===== src/rtl/ram_port_arbiter.sv =====
// ram_port_arbiter: two-client round-robin front end for a 16x8 dual-port RAM.
// Optional RAM_ARB_INIT_CLEAR_EN zeroes every word after each reset.
module ram_port_arbiter #(
  parameter int NCLI = 2,
  parameter int AW   = 4,
  parameter int DW   = 8
) (
  input  logic               clk,
  input  logic               reset_n,
  input  logic [NCLI-1:0]    wr_req,
  input  logic [NCLI*AW-1:0] wr_addr,
  input  logic [NCLI*DW-1:0] wr_data,
  output logic [NCLI-1:0]    wr_gnt,
  input  logic [NCLI-1:0]    rd_req,
  input  logic [NCLI*AW-1:0] rd_addr,
  output logic [NCLI-1:0]    rd_gnt,
  output logic [NCLI-1:0]    rd_valid,
  output logic [DW-1:0]      rd_data,
  output logic               busy,
  output logic               ram_we,
  output logic [AW-1:0]      ram_w_add,
  output logic [DW-1:0]      ram_data_in,
  output logic               ram_re,
  output logic [AW-1:0]      ram_r_add,
  input  logic [DW-1:0]      ram_data_out
);

  logic run;

  logic wr_pri_q, wr_pri_d;
  logic rd_pri_q, rd_pri_d;

  logic [NCLI-1:0] rd_valid_q, rd_valid_d;

`ifdef RAM_ARB_INIT_CLEAR_EN
  typedef enum logic {
    S_INIT = 1'b0,
    S_RUN  = 1'b1
  } state_e;

  state_e        state_q, state_d;
  logic [AW-1:0] clr_cnt_q, clr_cnt_d;

  // State and clear-counter registers
  always_ff @(posedge clk or negedge reset_n) begin
    if (!reset_n) begin
      state_q   <= S_INIT;
      clr_cnt_q <= '0;
    end else begin
      state_q   <= state_d;
      clr_cnt_q <= clr_cnt_d;
    end
  end

  // Walk the clear counter once, then hand over to arbitration
  always_comb begin
    state_d   = state_q;
    clr_cnt_d = clr_cnt_q;
    unique case (state_q)
      S_INIT: begin
        if (clr_cnt_q == {AW{1'b1}}) begin
          state_d = S_RUN;
        end else begin
          clr_cnt_d = clr_cnt_q + AW'(1);
        end
      end
      S_RUN: begin
        state_d = S_RUN;
      end
      default: begin
        state_d = S_INIT;
      end
    endcase
  end

  assign run  = (state_q == S_RUN);
  assign busy = ~run;
`else
  assign run  = 1'b1;
  assign busy = 1'b0;
`endif

  // Write-port pick: lone requester wins, ties go to the pointer
  always_comb begin
    wr_gnt = '0;
    if (run) begin
      unique case (1'b1)
        wr_req[0] & ~(wr_req[1] & wr_pri_q):
          wr_gnt = 2'b01;
        wr_req[1] & ~(wr_req[0] & ~wr_pri_q):
          wr_gnt = 2'b10;
        default:
          wr_gnt = '0;
      endcase
    end
  end

  // Read-port pick, same rule with its own pointer
  always_comb begin
    rd_gnt = '0;
    if (run) begin
      unique case (1'b1)
        rd_req[0] & ~(rd_req[1] & rd_pri_q):
          rd_gnt = 2'b01;
        rd_req[1] & ~(rd_req[0] & ~rd_pri_q):
          rd_gnt = 2'b10;
        default:
          rd_gnt = '0;
      endcase
    end
  end

  // Pointer moves to the other client after a grant
  always_comb begin
    wr_pri_d = wr_pri_q;
    rd_pri_d = rd_pri_q;
    if (|wr_gnt) begin
      wr_pri_d = wr_gnt[0];
    end
    if (|rd_gnt) begin
      rd_pri_d = rd_gnt[0];
    end
  end

  // Owner tag for the read issued this cycle
  always_comb begin
    rd_valid_d = rd_gnt;
  end

  // Pointer and read-owner registers
  always_ff @(posedge clk or negedge reset_n) begin
    if (!reset_n) begin
      wr_pri_q   <= 1'b0;
      rd_pri_q   <= 1'b0;
      rd_valid_q <= '0;
    end else begin
      wr_pri_q   <= wr_pri_d;
      rd_pri_q   <= rd_pri_d;
      rd_valid_q <= rd_valid_d;
    end
  end

  // Write-port mux; the clear sequence overrides client traffic
  always_comb begin
    ram_we      = 1'b0;
    ram_w_add   = '0;
    ram_data_in = '0;
    unique case (1'b1)
      wr_gnt[0]: begin
        ram_we      = 1'b1;
        ram_w_add   = wr_addr[AW-1:0];
        ram_data_in = wr_data[DW-1:0];
      end
      wr_gnt[1]: begin
        ram_we      = 1'b1;
        ram_w_add   = wr_addr[2*AW-1:AW];
        ram_data_in = wr_data[2*DW-1:DW];
      end
      default: begin
        ram_we = 1'b0;
      end
    endcase
`ifdef RAM_ARB_INIT_CLEAR_EN
    if (!run) begin
      ram_we      = 1'b1;
      ram_w_add   = clr_cnt_q;
      ram_data_in = '0;
    end
`endif
  end

  // Read-port mux
  always_comb begin
    ram_re    = 1'b0;
    ram_r_add = '0;
    unique case (1'b1)
      rd_gnt[0]: begin
        ram_re    = 1'b1;
        ram_r_add = rd_addr[AW-1:0];
      end
      rd_gnt[1]: begin
        ram_re    = 1'b1;
        ram_r_add = rd_addr[2*AW-1:AW];
      end
      default: begin
        ram_re = 1'b0;
      end
    endcase
  end

  assign rd_valid = rd_valid_q;
  assign rd_data  = ram_data_out;

endmodule

===== config.mk =====
export PLATFORM = sky130hd
export DESIGN_NAME = ram_port_arbiter
export DESIGN_NICKNAME = d
export VERILOG_FILES = /design/src/rtl/ram_port_arbiter.sv
export SDC_FILE = /design/constraint.sdc
export NUM_CORES = 1
export LEC_CHECK = 0
export BUFFER_PORTS_ARGS = -buffer_cell sky130_fd_sc_hd__buf_2
export CAP_MARGIN = 20
export CORE_MARGIN = 5
export CORE_UTILIZATION = 28
export CTS_CLUSTER_SIZE = 30
export DETAILED_ROUTE_END_ITERATION = 10
export PLACE_DENSITY = 0.85
export SLEW_MARGIN = 20
export SYNTH_ARGS = -nofsm -noshare
export SYNTH_HDL_FRONTEND = slang
export SYNTH_SLANG_ARGS = --single-unit

===== constraint.sdc =====
create_clock -name clk -period 2.21 [get_ports clk]
set_input_delay 0.663 -clock clk [delete_from_list [all_inputs] [get_ports clk]]
set_output_delay 0.663 -clock clk [all_outputs]
set_load 0.05 [all_outputs]

# Word level (Yosys, flattened, before mapping)
# Cells that the tools add are included.
[word_totals]
regBits = 4
latch_bits = 0
ramBits = 0
romBits = 0
input_bits = 46
wordCells = 26
mem_count = 0
[op_classes]
n_addsub = 0
multipliers = 0
div = 0
n_lt_le_gt_ge = 0
eq_ne = 0
n_shift = 0
n_mux = 7
bitwise = 14
reduce_logical = 2
[ops]
columns = ["cell", "n"]
rows = [
  ["one-hot mux 4 bit (2 select lines)", 2],
  ["one-hot mux 8 bit (2 select lines)", 1],
  ["bitwise AND 1 bit", 8],
  ["one-hot mux 2 bit (2 select lines)", 2],
  ["NOT 1 bit", 6],
  ["OR reduction 2 bit", 2],
  ["2-to-1 mux 1 bit", 2],
]

# Longest topological paths before layout
# Gate-level depths: netlist of run 1.
[logic_depth]
ltp_word = 7
ltp_mapped = 3
mapped_depth_nobuf = 2

# Worst setup path after synthesis of run 1
# No wires, ideal clock.
[synth_path]
path_type = "input port to output port"
startpoint = "input rd_req[1]"
endpoint = "output ram_r_add[0]"
arrival_time_ns = 1.785
t_required_ns = 1.547
slack_ns = -0.238
path_stages = 2
cell_sequence = "a21boi_2 -> a32o_1"
[synth_between]
elab_chain_len = 5
[synth_rtl]
columns = ["item", "line", "text"]
rows = [
  ["from (decl)", "14", "input logic [NCLI-1:0] rd_req,"],
  ["bitwise AND 1 bit", "103", "rd_req[0] & ~(rd_req[1] & rd_pri_q):"],
  ["NOT 1 bit", "103", ""],
  ["bitwise AND 1 bit", "103", ""],
  ["one-hot mux 2 bit (2 select lines) (*)", "102", "unique case (1'b1)"],
  ["one-hot mux 4 bit (2 select lines) (*)", "176", "unique case (1'b1)"],
  ["to (decl)", "24", "output logic [AW-1:0] ram_r_add,"],
]
# Mark *: on every way between the ends. The rest lies on a longest branch, timed or not.

# Final worst setup path of run 1
[layout_path]
startpoint = "input wr_req[0]"
endpoint = "output ram_w_add[0]"
[layout_between]
elab_chain_len = 5
[layout_rtl]
columns = ["item", "line", "text"]
rows = [
  ["from (decl)", "10", "input logic [NCLI-1:0] wr_req,"],
  ["bitwise AND 1 bit", "90", "wr_req[1] & ~(wr_req[0] & ~wr_pri_q):"],
  ["NOT 1 bit", "90", ""],
  ["bitwise AND 1 bit", "90", ""],
  ["one-hot mux 2 bit (2 select lines) (*)", "87", "unique case (1'b1)"],
  ["one-hot mux 4 bit (2 select lines) (*)", "148", "unique case (1'b1)"],
  ["to (decl)", "21", "output logic [AW-1:0] ram_w_add,"],
]
# Marked as above.

==> summary.md, run 1 <==
| Metric | Value |
|---|---|
| Synth top area share | about a quarter |
| Power consumption | ~0.51 mW |
| Crit path cell chain | buf_2, a21boi_2, buf_4, a32o_2, buf_4 |
| PortBufs | 61 |
| WS Path Type | in2out |
| Crit share post-route | around 100% |
| Worst setup EP type | primary output |
| Slew Viols, Final | 0 |
| First-pass GRT wire length | approximately 2600 um |
| Critical Path AT | 1.52 ns |
| Nets | 149 |
| DRC errors left | 0 |
| Syn Inst Count | 45 |
| Row cnt | 14 |
| Final global-route overflow total | 0 |
| Clock power share | 18.0% |
| Setup violators final | 0 |
| CTS Root Buffer Type | clkbuf_4 |
| Iteration count of the initial detailed-routing pass | 4 |
| Sequential Power Share | between 10% and 20% |
| YS warnings | 0 |
| Pint | 0.257 mW |
| Netlist cell types | 16 |
| Max cap viols | 0 |
| Tot GR Track Use | 13.0% |
| Worst VDD drop | roughly 410 uV |
| Via density | between 5 and 6 |
| Biggest cell delay along the critical path | 0.22 ns |
| Antenna Cells | 0 |
| HP Class | in2async |
| IO Count | 79 |
| Compound-gate portion of the synthesized area | between 40% and 50% |
| CP required | 1.55 ns |
| Clk slew on worst S/H paths | 0.04 ns |
| CTS tree | built |
| Area of the die | between 2000 and 3000 sq um |
| LEAKAGE | 0.485 nW |
| Main combinational cell family by area after synthesis | compound AO/OA/AOI/OAI gates |
| Worst skew pair latency | 0.24 ns |
| Simple-gate share of the synthesized area | a little over a tenth |
| # Post-CTS Setup Buffers | 0 |
| Post-DR wirelength/cell | 14.7 um |
| Core ar. | approximately 1500 sq um |
| Total number of vias | a little under 600 |
| Synth area leaders | a32o_2 25%, dfrtp_1 22%, buf_4 15% |
| Skew final | ~0.0037 ns |
| Clk sink count | 4 |
| Sequential fraction of the synthesis area | between 20 and 25% |
| Max clock buf depth | 2 |
| Initial antenna violation count | 0 |
| Final number of hold-violating endpoints | 0 |
| Width of the chip | approximately 50 um |
| Cell taking the most area after synthesis | a32o_2 |
| Cts hold-fix bufs | 0 |
| Area growth syn-to-layout | 76.1% |
| ANT nets after route | 0 |
| Vias in the first global route | about 620 |
| Cell mode on critical path | buf_4 |
| Pin count of the biggest net entering global routing | 15 |
| Dpl hpwl | around 1400 um |
| Max Fclk | about 460 MHz |
| Final Util | a little over half |
| Xor/xnor cell area share of the yosys netlist | 0% |
| Net Sw Frac | approximately half |
| Post-synthesis adder-cell area fraction | 0% |
| GPL Wtd Cong | around 0.70 |
| Share of post-route cells with drive strength above 1 | 86.1% |
| H-tree depth | 1 |
| Crit path launch type | input port |
| Syn Nets | just over 90 |
| NetSw | around 0.26 mW |
| Post-Place Cells | between 100 and 150 |
| Logic gate share of total power | 64.5% |
| Tmin final | approximately 2.2 ns |
| Status | finished, final reports clean |
| Flops & latches, synth | 4 |
| Die H | approximately 50 um |
| Crit path max fanout | 10 |
| Critical-path top delay cell | a32o_2 |
| Area of the mapped netlist | about 450 sq um |
| WL final | 1720 um |
| Fin cells | 117 |
| Initial drt markers | 3 |
| Synthesized area per cell | 10.0 sq um |
| Mux cell area share after synthesis | 0% |
| Initial Util | between 20% and 30% |
| CTS Buf Count | 3 |
| Pwr Density | 647 nW/um^2 |
-- registers in the layout, indices dropped and copies added (netlist names) --
name      flops
rd_pri_q      1
wr_pri_q      1
rd_valid      2
-- repair_timing --
action / CTS / global route
endpoints found under the setup margin: 1 / 8
hold endpoints to repair: 0 / 0
resized for setup: 1 / 21
-- worst paths after layout --
kind	startpoint	endpoint	depth (start not counted)	slack (ns)
max	wr_req[0]	ram_w_add[0]	5	0.02
min	reset_n	wr_pri_q	1	0.22
max reg2reg	rd_pri_q	rd_valid[1]	2	1.24
min reg2reg	wr_pri_q	wr_pri_q	2	0.55
max in group asynchronous	reset_n	rd_pri_q	1	1.87
min in group clk	wr_pri_q	wr_pri_q	2	0.55
-- area by class of cell --
cell class | instances | area (sq um)
multi-input cells | 28 | 270
fillers | 148 | 731
well taps | 16 | 20.0
inverters | 1 | 3.75
clock buffers | 3 | 22.5
flip-flops and latches | 4 | 100
repair buffers | 65 | 377
-- power groups by stage --
stage               Clock, mW  Sequential [mW]  Combinational, mW
floorplan                   0            0.101              0.260
global placement            0           0.0899              0.310
detailed placement          0           0.0906              0.313
CTS                    0.0935           0.0898              0.315
global route           0.0963           0.0912              0.352
finish                 0.0922           0.0899              0.331
-- cell usage after synthesis --
master,count
a32o_2,10
buf_4,9
a32o_1,6
dfrtp_1,4
a21boi_2,2
and2_1,2
buf_2,2
or2_2,2
a21oi_1,1
buf_6,1
conb_1,1
inv_1,1
nand2b_1,1
nand2b_4,1
nor2_1,1
o21ai_1,1
-- kinds of logic (layout without fill, tap and decap cells) --
group | after synthesis | count (layout)
AND/OR/NAND/NOR | 7 | 7
AO/OA/AOI/OAI | 20 | 20
buffers and inverters | 13 | 69
other | 1 | 1
flip-flops | 4 | 4
-- cell usage in the layout (no fill, tap or decap), types with 2 or more instances in the layout --
cell       n
or2_2      2
a32o_1     2
and2_1     2
buf_6      5
buf_4      8
a32o_2    14
buf_2     52
clkbuf_4   3
dfrtp_1    4
-- routing by layer --
metal  vias up  GRT usage, %  wire length, um
li1        284             -                -
met1       262          14.5              591
met2        42          20.7              829
met3         4          7.83              278
met4         0          3.93               15
met5         -             0                0
-- per-stage QoR --
stage	instance area (sq um)	setup TNS, ns	setup WS, ns	hold slack, ns
5_1_grt	793	-0.00376	-0.00277	0.231
4_1_cts	754	0	0.00457	0.220
2_1_floorplan	463	0	0.00204	0.367
3_3_place_gp	729	0	0.0234	0.468
3_5_place_dp	729	0	0.00718	0.472
6_report	793	0	0.0227	0.220
-- worst max-delay path, delay by kind of cell --
family,cells,cell delay [ns]
buffers and inverters,3,0.49
AOI/OAI and AO/OA,2,0.38
(Power assumes the default switching activity.)
==> run 2, diff against run 1 <==
Settings changed: PLACE_DENSITY 0.85 to 0.91.
==> run 2 against run 1 <==
Die area stayed put; clock-buffer cell count stayed put; clock skew is 0.00085 ns lower; global-route usage up 0.84 points; final cell count unchanged; clock power decreased by 2.7%; critical endpoint is now ram_data_in[4]; largest cell class unchanged; highest routed layer unchanged.
==> summary.md, run 2 (synthesis results as in run 1) <==
| Metric | Value |
|---|---|
| Status | finished, final reports clean |
| Width of the chip | ~50 um |
| IO Count | 79 |
| Clk sink count | 4 |
| Resize count post-CTS | 0 |
| NetSw | around 0.25 mW |
| Max clock buf depth | 2 |
| Power consumption | roughly 0.5 mW |
| Final global-route overflow total | 0 |
| Via density | ~5.1 |
| Register area | 100 sq um |
| Max cap viols | 0 |
| Pin count of the biggest net entering global routing | 15 |
| Post-DR wirelength/cell | 15.1 um |
| Row cnt | 14 |
| Most frequent cells in the layout | 50 x buf_2, 14 x a32o_2, 14 x buf_4, 4 x clkbuf_4, 4 x dfrtp_1 |
| CP required | between 1.5 and 2 ns |
| Tot GR Track Use | 13.9% |
| Initial antenna violation count | 0 |
| Area of the die | 2510 sq um |
| Area growth syn-to-layout | 73.1% |
| Crit path cell chain | buf_2, a21boi_2, buf_4, a32o_1, clkbuf_4 |
| Vias in the first global route | between 600 and 700 |
| Pwr Density | between 600 and 700 nW/um^2 |
| Dpl hpwl | 1470 um |
| First-pass GRT wire length | between 2000 and 3000 um |
| PortBufs | slightly above 60 |
| Initial Util | 29.6% |
| Post-route cell area | 779 sq um |
| Share of post-route cells with drive strength above 1 | between 80% and 90% |
| CTS Root Buffer Type | clkbuf_4 |
| CTS tree | built |
| Critical-path top delay cell | a32o_1 |
| Clk slew on worst S/H paths | ~0.040 ns |
| Cell area after placement | between 700 and 800 sq um |
| DRC errors left | 0 |
| Worst VDD drop | between 300 and 400 uV |
| Skew final | between 0.002 and 0.003 ns |
| Biggest cell delay along the critical path | ~0.21 ns |
| Commonest non-fill, non-tap cell in the layout | buf_2 |
| H-tree depth | 1 |
| CTS Buf Count | 3 |
| Net Sw Frac | around half |
| Initial drt markers | 7 |
| ANT nets after route | 0 |
| Crit path launch type | input port |
| Cell family with most CP delay | buffers and inverters |
| GPL Wtd Cong | about 0.70 |
| Worst setup EP type | primary output |
| Crit path max fanout | 13 |
| Total number of vias | 598 |
| # Post-CTS Setup Buffers | 0 |
| Core ar. | 1520 sq um |
| WL final | around 1800 um |
| Final Util | about half |
| Max reg flops | 2 |
| Antenna Cells | 0 |
| Iteration count of the initial detailed-routing pass | 4 |
| R2r setup slk | roughly 1.3 ns |
| Sequential Power Share | 17.8% |
| Nets | roughly 150 |
| Clock power share | between 10% and 20% |
| HP Class | in2async |
| Pint | about 0.25 mW |
| Buf+Inv Stages, Crit Path | 3 |
| Cts hold-fix bufs | 0 |
| Critical Path AT | around 1.5 ns |
| Max Fclk | around 460 MHz |
| # fillers | between 100 and 150 |
| Final number of hold-violating endpoints | 0 |
| Area of the multi-input gates | 270 sq um |
| LEAKAGE | between 0.4 and 0.5 nW |
| Logic gate share of total power | 64.4% |
| Slew Viols, Final | 0 |
| Setup violators final | 0 |
| Worst skew pair latency | approximately 0.23 ns |
| Crit share post-route | just under 100% |
| Tmin final | around 2.2 ns |
| WS Path Type | in2out |
| Die H | 50.1 um |
run 2: changes by cell type in the layout (fill, tap and decap cells not counted), sizes merged:
cell / before / now
clkbuf: 3 / 4
buf: 65 / 64
run 2: power groups by stage:
stage	Sequential [mW]	Combinational, mW	Clock [mW]
final	0.0898	0.325	0.0897
after global placement	0.0902	0.308	0
after floorplan	0.101	0.260	0
after CTS	0.0899	0.314	0.0956
after detailed placement	0.0908	0.313	0
after global routing	0.0914	0.343	0.105
run 2: path summary, 6_finish.rpt:
kind	startpoint	end	depth (start not counted)
max	wr_req[0]	ram_data_in[4]	5
min	reset_n	rd_pri_q	1
max reg2reg	rd_pri_q	rd_valid[1]	2
min reg2reg	rd_pri_q	rd_pri_q	1
max in group asynchronous	reset_n	rd_valid[1]	1
min in group clk	rd_pri_q	rd_pri_q	1
run 2: layout make-up:
class	instances	area share (%)
Multi-Input combinational cell	28	34.7
Timing Repair Buffer	65	46.5
Tap cell	16	2.57
Inverter	1	0.482
Sequential cell	4	12.8
Clock buffer	3	2.89
run 2: metal layers:
metal	part of all wire, %	vias to the layer above	global-route usage (%)
met5	0	-	0
met4	1.6	0	6.99
met3	12	6	6.02
met2	53	47	23.4
met1	33	261	14.4
li1	-	284	-
run 2: per-stage QoR:
step           setup slack [ns]  setup TNS, ns  hold WS [ns]  cells
2_1_floorplan           0.00204              0         0.367     45
3_3_place_gp             0.0488              0         0.470    114
3_5_place_dp             0.0146              0         0.472    114
4_1_cts                  0.0140              0         0.216    117
5_1_grt                -0.00736       -0.00736         0.215    117
6_report                 0.0256              0         0.225    117
